--- src/rtl/bcd_serial_adder.sv ---
// Digit-serial BCD adder: accepts two NDIG-digit BCD operands and a carry-in,
// adds one decimal digit per clock, and presents the result through a valid/ready handshake.
module bcd_serial_adder #(
  parameter int NDIG = 4
) (
  input  logic              clk,
  input  logic              rst,
  input  logic              in_valid,
  output logic              in_ready,
  input  logic [4*NDIG-1:0] a,
  input  logic [4*NDIG-1:0] b,
  input  logic              cin,
  output logic              out_valid,
  input  logic              out_ready,
  output logic [4*NDIG-1:0] sum,
  output logic              cout,
  output logic              err
);

  localparam int W  = 4 * NDIG;
  localparam int IW = (NDIG > 1) ? $clog2(NDIG) : 1;
  localparam logic [IW-1:0] LAST_IDX = IW'(NDIG - 1);

  typedef enum logic [1:0] {
    IDLE = 2'd0,
    ADD  = 2'd1,
    DONE = 2'd2
  } state_t;

  state_t          state_r;
  logic [W-1:0]    a_r;
  logic [W-1:0]    b_r;
  logic            carry_r;
  logic [IW-1:0]   idx_r;

  logic [IW+1:0]   base_s;
  logic [3:0]      a_dig_s;
  logic [3:0]      b_dig_s;
  logic [4:0]      add_s;
  logic            digit_err_s;

  // One decimal digit: returns {carry, digit}; binary sums above 9 are corrected by +6.
  function automatic logic [4:0] bcd_digit_add(input logic [3:0] x, input logic [3:0] y,
                                               input logic c);
    logic [4:0] s;
    logic [4:0] adj;
    s   = {1'b0, x} + {1'b0, y} + {4'd0, c};
    adj = s + 5'd6;
    if (s > 5'd9) begin
      bcd_digit_add = {1'b1, adj[3:0]};
    end else begin
      bcd_digit_add = {1'b0, s[3:0]};
    end
  endfunction

  function automatic logic digit_invalid(input logic [3:0] d);
    digit_invalid = (d > 4'd9);
  endfunction

  // Select the current digit pair and form its decimal sum and error flag.
  always_comb begin
    base_s      = {idx_r, 2'b00};
    a_dig_s     = a_r[base_s +: 4];
    b_dig_s     = b_r[base_s +: 4];
    add_s       = bcd_digit_add(a_dig_s, b_dig_s, carry_r);
    digit_err_s = digit_invalid(a_dig_s) | digit_invalid(b_dig_s);
  end

  // Control FSM with registered handshake and result outputs.
  always_ff @(posedge clk) begin
    if (rst) begin
      state_r   <= IDLE;
      a_r       <= '0;
      b_r       <= '0;
      carry_r   <= 1'b0;
      idx_r     <= '0;
      sum       <= '0;
      cout      <= 1'b0;
      err       <= 1'b0;
      in_ready  <= 1'b1;
      out_valid <= 1'b0;
    end else begin
      case (state_r)
        IDLE: begin
          if (in_valid) begin
            a_r      <= a;
            b_r      <= b;
            carry_r  <= cin;
            idx_r    <= '0;
            err      <= 1'b0;
            in_ready <= 1'b0;
            state_r  <= ADD;
          end else begin
            state_r  <= IDLE;
          end
        end
        ADD: begin
          sum[base_s +: 4] <= add_s[3:0];
          carry_r          <= add_s[4];
          err              <= err | digit_err_s;
          if (idx_r == LAST_IDX) begin
            cout      <= add_s[4];
            idx_r     <= '0;
            out_valid <= 1'b1;
            state_r   <= DONE;
          end else begin
            idx_r     <= idx_r + {{(IW-1){1'b0}}, 1'b1};
          end
        end
        DONE: begin
          // Release only; acceptance of the next operand waits for the following cycle.
          if (out_ready) begin
            out_valid <= 1'b0;
            in_ready  <= 1'b1;
            state_r   <= IDLE;
          end else begin
            state_r   <= DONE;
          end
        end
        default: begin
          out_valid <= 1'b0;
          in_ready  <= 1'b1;
          idx_r     <= '0;
          state_r   <= IDLE;
        end
      endcase
    end
  end

endmodule

--- config.mk ---
export PLATFORM = sky130hd
export DESIGN_NAME = bcd_serial_adder
export DESIGN_NICKNAME = d
export VERILOG_FILES = /design/src/rtl/bcd_serial_adder.sv
export SDC_FILE = /design/constraint.sdc
export NUM_CORES = 1
export LEC_CHECK = 0
export ABC_AREA = 1
export BUFFER_PORTS_ARGS = -buffer_cell sky130_fd_sc_hd__buf_2
export CAP_MARGIN = 40
export CELL_PAD_IN_SITES_DETAIL_PLACEMENT = 0
export CELL_PAD_IN_SITES_GLOBAL_PLACEMENT = 1
export CORE_UTILIZATION = 39
export CTS_CLUSTER_DIAMETER = 150
export CTS_CLUSTER_SIZE = 28
export DETAILED_ROUTE_END_ITERATION = 7
export GPL_TIMING_DRIVEN = 0
export HOLD_SLACK_MARGIN = 0.08
export PLACE_DENSITY_LB_ADDON = 0.05
export SYNTH_ARGS = -nofsm -noshare
export SYNTH_HDL_FRONTEND = slang
export SYNTH_SLANG_ARGS = --single-unit
--- constraint.sdc ---
create_clock -name clk -period 3.5 [get_ports clk]
set_input_delay 0.525 -clock clk [delete_from_list [all_inputs] [get_ports clk]]
set_output_delay 0.525 -clock clk [all_outputs]
set_load 0.03 [all_outputs]
* Yosys cells after proc, flatten, opt, wreduce, memory -nomap -nowiden
Index checks and enable logic that the tools add are counted.
** Cells by class
- Shift-type cells :: 4
- Muxes and demuxes :: 18
- Bitwise gates (word level) :: 5
- Eq/ne operators :: 6
- Magnitude comparators :: 3
- Add/sub/neg operators :: 5
- Reductions and logical operators :: 8
** Operators by type and width (count)
- $shiftx 16x5->4 :: 2
- $bwmux 16 :: 1
- $shift 4x6->16 const A :: 1
- $shiftx 4x6->16 :: 1
- $pmux 2 s3 :: 2
- $gt 4x4->1 const B :: 2
- $mux 2 :: 4
- $reduce_and 2->1 :: 4
- $mux 1 :: 6
- $ne 2x2->1 const B :: 3
- $neg 4->6 :: 1
- $pmux 1 s3 :: 2
- $reduce_and 3->1 :: 2
- $add 4x4->5 :: 1
- $add 5x1->5 :: 1
- $gt 5x4->1 const B :: 1
- $mux 5 :: 1
- $add 4x3->4 const B :: 1
- $eq 2x2->1 const B :: 2
- $pmux 1 s2 :: 2
- $not 1->1 :: 3
- $add 2x1->2 const B :: 1
- $eq 2x1->1 const B :: 1
- $logic_not 2->1 :: 1
- other kinds (2) :: 3
** Storage, ports and cells
- Register bits after elaboration :: 57
- Output and inout port bits :: 20
- Bits of input ports :: 37

* Depth between registers and ports, before layout
- Word-level depth :: 7
- Mapped depth :: 22
- Gate-level depth less buffers :: 20

* Worst setup path before layout
OpenSTA, ideal clock, no wires.
- Path kind :: reg-to-reg
- Start point :: register idx_r[0]
- End point :: register sum[7]
- Stages on the path, launching flop included :: 20
- Data arrival time :: 2949 ps
- Required time :: 3372 ps
- Buffers on the path :: 3
- Path slack :: 423 ps
- Clock period less this slack :: 3077 ps
- Cell sequence :: dfxtp_1 -> buf_2 -> buf_2 -> buf_2 -> o21ai_0 -> o22ai_1 -> fa_1 -> inv_1 -> fa_1 -> ha_1 -> inv_1 -> a21oi_1 -> a21oi_2 -> nand2_2 -> nand2_4 -> nand2_2 -> nand4_2 -> nor2_1 -> nor2_1 -> nor2_1
** Between the ends
- Longest elaborated chain between the ends :: 7
** Ends and longest elaborated chain
- start, declared :: RTL line 34 : logic [IW-1:0] idx_r;
- start signal, assigned :: RTL line 107 : idx_r <= idx_r + {{(IW-1){1'b0}}, 1'b1};
- $shiftx 16x5->4, on equally long branches :: RTL line 63, 64
- $add 4x4->5 :: RTL line 47 : s = {1'b0, x} + {1'b0, y} + {4'd0, c};
- $add 5x1->5 :: RTL line 47
- $add 4x3->4 or $gt 5x4->1 (tied branches) :: RTL line 48, 49
- $mux 5 :: RTL line 49 : if (s > 5'd9) begin
- $shiftx 4x6->16 :: RTL line 98 : sum[base_s +: 4] <= add_s[3:0];
- $bwmux 16 (*) :: RTL line 98
- end signal, assigned by index :: RTL line 98
- end, declared :: RTL line 15 : output logic [4*NDIG-1:0] sum,
Mark *: on every way between the ends. The rest lies on a longest branch, timed or not.
A chain may end at the register's enable or synchronous reset.

* Worst setup path after layout
Same ends and word-level chain as after synthesis.

==> impl_metrics.env <==
export IMPL_synth_ff_type="dfxtp_1"
export IMPL_worstHoldPathType="in2reg"
export IMPL_synthesis_area_um2=2770
export IMPL_ctsHtreeMaxLevel=3
export IMPL_drc_errors=0
export IMPL_crit_fanout=12
export IMPL_total_power_w=0.00182
export IMPL_finalWirelength_mm=6.89
export IMPL_async_flop_share=0
export IMPL_grt_pass1_wl_mm=11.5
export IMPL_final_antenna_net_count=0
export IMPL_status="complete, no violations"
export IMPL_synth_ff_latch_count=57
export IMPL_postCtsSetupRepairBufs=0
export IMPL_powerDensity_nw_per_um2=541
export IMPL_syn_nets=434
export IMPL_clockBufferDepth=2
export IMPL_max_slew_margin_rel=0.696
export IMPL_coreArea_um2=6830
export IMPL_diodes=0
export IMPL_required_ps=3700
export IMPL_cts_root_buf="clkbuf_8"
export IMPL_synth_edff_count=0
export IMPL_end_kind="register"
export IMPL_io_buffers=56
export IMPL_finalSetupViolations=0
export IMPL_vias_per_cell=4.81
export IMPL_ctsHoldBuffers=0
export IMPL_wire_per_inst_um=12.5
export IMPL_yosysTopAreaCell="dfxtp_1"
export IMPL_timing_hold_ws_ps=409
export IMPL_reg2reg_from="idx_r[0]$_SDFFE_PP0P_"
export IMPL_synth_top_area_share=0.412
export IMPL_yosysWarnings=0
export IMPL_path_class="reg2reg"
export IMPL_gp_congestion=0.767
export IMPL_grtUsageTotal=0.200
export IMPL_fillers=768
export IMPL_finalHoldViolCount=0
export IMPL_drv_cap=0
export IMPL_dp_hpwl_mm=5.11
export IMPL_avgSynthCellArea_um2=7.21
export IMPL_worst_path_buf_inv=5
export IMPL_fmax_ghz=0.311
export IMPL_dieArea_um2=7440
export IMPL_min_from="b[6]"
export IMPL_chipWidth_um=86.3
export IMPL_vdd_drop_max_v=0.000183
export IMPL_ys_seq_area_frac=0.412
export IMPL_cp_top_family="adder cells"
export IMPL_fin_skew_ps=7.52
export IMPL_grt_max_degree=20
export IMPL_period_minus_slack_ps=3220
export IMPL_start_kind="register"
export IMPL_crit_start="idx_r[0]$_SDFFE_PP0P_"
export IMPL_critPathMaxStageDelay_ps=480
export IMPL_ys_types=30
export IMPL_synth_top_cells_by_count="nor2_1, nand2_1, dfxtp_1"
export IMPL_netlist_top_cells_area="dfxtp_1, nor2_1, nand2_1, o21ai_0, ha_1"
export IMPL_rsz0062_at_grt="no"
export IMPL_cpMostUsedCell="nor2_1"
export IMPL_path_clk_slew_ps=60
export IMPL_worstMarginPinSlew_ps=457
export IMPL_post_route_period_util=0.919
export IMPL_clk_latency_ps=330
export IMPL_firstDrtPassIters=4
export IMPL_leakage_nw=1.60
export IMPL_syn2layout_area_growth_pct=21.2
export IMPL_start_util=0.405
export IMPL_grt_pass1_vias=2477
export IMPL_cts_tree="built"
export IMPL_rows=30
export IMPL_cts_made_buffers=9
export IMPL_synth_most_common_cell="nor2_1"
export IMPL_fin_nets=500
export IMPL_layout_drive_gt1_share=0.233
export IMPL_num_io_pins=57
export IMPL_overflow=0
export IMPL_report_final_slew_viol_count=0
export IMPL_cp_arrival_ps=3420
export IMPL_drt_iter0_drc=102
export IMPL_fp_dieH_um=86.3
export IMPL_place_inst=536
export IMPL_syn_inst=384
export IMPL_crit_chain="buf_6 > inv_2 > buf_4 > o21ai_0 > o22ai_1 > fa_2 > inv_1 > fa_2 > ha_1 > inv_1 > a21oi_1 > a21oi_2 > nand2_2 > nand2_4 > nand2_2 > nand4_2 > nor2_1 > nor2_1 > nor2_1"
export IMPL_layout_cells_non_filler=550
export IMPL_vias=2646
export IMPL_cts_sinks=57
export IMPL_ctsResizeCount=2
export IMPL_cp_slowest_cell="fa_2"
export IMPL_antenna_found_initial=0
[where the power goes]
| group | switching (W) | internal, W | total [W] |
|---|---|---|---|
| registers | 0.0000277 | 0.000702 | 0.000730 |
| logic | 0.000336 | 0.000178 | 0.000514 |
| clock network | 0.000252 | 0.000321 | 0.000573 |
[area by class of cell]
| type | instances | area [um2] | area share |
|---|---|---|---|
| timing repair buffer | 56 | 280 | 0.0835 |
| inverter | 34 | 128 | 0.0380 |
| buffer | 16 | 82.6 | 0.0246 |
| multi-input combinational | 276 | 1430 | 0.425 |
| clock inverter | 4 | 45.0 | 0.0134 |
| sequential | 57 | 1140 | 0.340 |
| tap | 96 | 120 | 0.0358 |
| clock buffer | 11 | 131 | 0.0391 |
[routing by layer]
metal  global-route usage  vias to the layer above  routed length [um]  share of wire
met5                    0                        -                   0              0
met4                0.106                        0                 117          0.017
met3               0.0324                       12                 296          0.043
met2                0.341                       62                3350           0.49
met1                0.243                     1196                3120           0.45
li1                     -                     1376                   -              -
[cell usage in the layout, fill, tap and decap left out, types with 9 or more instances in the layout]
cell type  count
dfxtp_1       56
nand2_1       64
buf_2         62
a21oi_1       27
o21ai_0       39
inv_1         27
clkbuf_1       9
clkbuf_8       9
ha_1          11
nand3_1       13
nor2_1        79
[per-stage QoR]
stage,TNS [ps],instance area (um2),utilization,setup WS [ps]
detailed placement,-1050,3170,0.464,-131
CTS,0,3350,0.490,58.7
finish,0,3360,0.491,282
floorplan,0,2770,-,423
global route,0,3360,0.491,6.97
global placement,-707,3170,0.464,-100
[worst register-to-register path, cell delays in order, from the launching register on]
cell	delay, ps
dfxtp_2	370
buf_6	150
inv_2	100
buf_4	200
o21ai_0	160
o22ai_1	120
fa_2	400
inv_1	90
fa_2	480
ha_1	230
inv_1	80
a21oi_1	50
a21oi_2	120
nand2_2	100
nand2_4	110
nand2_2	90
nand4_2	80
nor2_1	50
nor2_1	80
nor2_1	40
[cell families after synthesis]
group,count (synthesis),share of synthesized area
buffers and inverters,51,0.0746
adder cells (fa/ha/maj),13,0.0642
AO/OA/AOI/OAI,83,0.162
flip-flops,57,0.412
AND/OR/NAND/NOR,180,0.287
[sequential cells by signal, summed over array words and instances, names as in the netlist]
name and count:
in_ready 1, state_r 2, b_r 16, out_valid 1
a_r 16, cout 1, err 1, idx_r 2
sum 16, carry_r 1
[path summary, 6_finish.rpt]
check | end | slack, ps | depth (start not counted)
hold / removal | b_r[6]$_SDFFE_PP0P_ | 410 | 3
hold reg to reg | out_valid$_SDFFE_PP0P_ | 440 | 2
setup reg to reg | sum[7]$_SDFFE_PP0P_ | 280 | 19
setup / recovery | sum[7]$_SDFFE_PP0P_ | 280 | 19
Power figures use the tool's default switching activity.
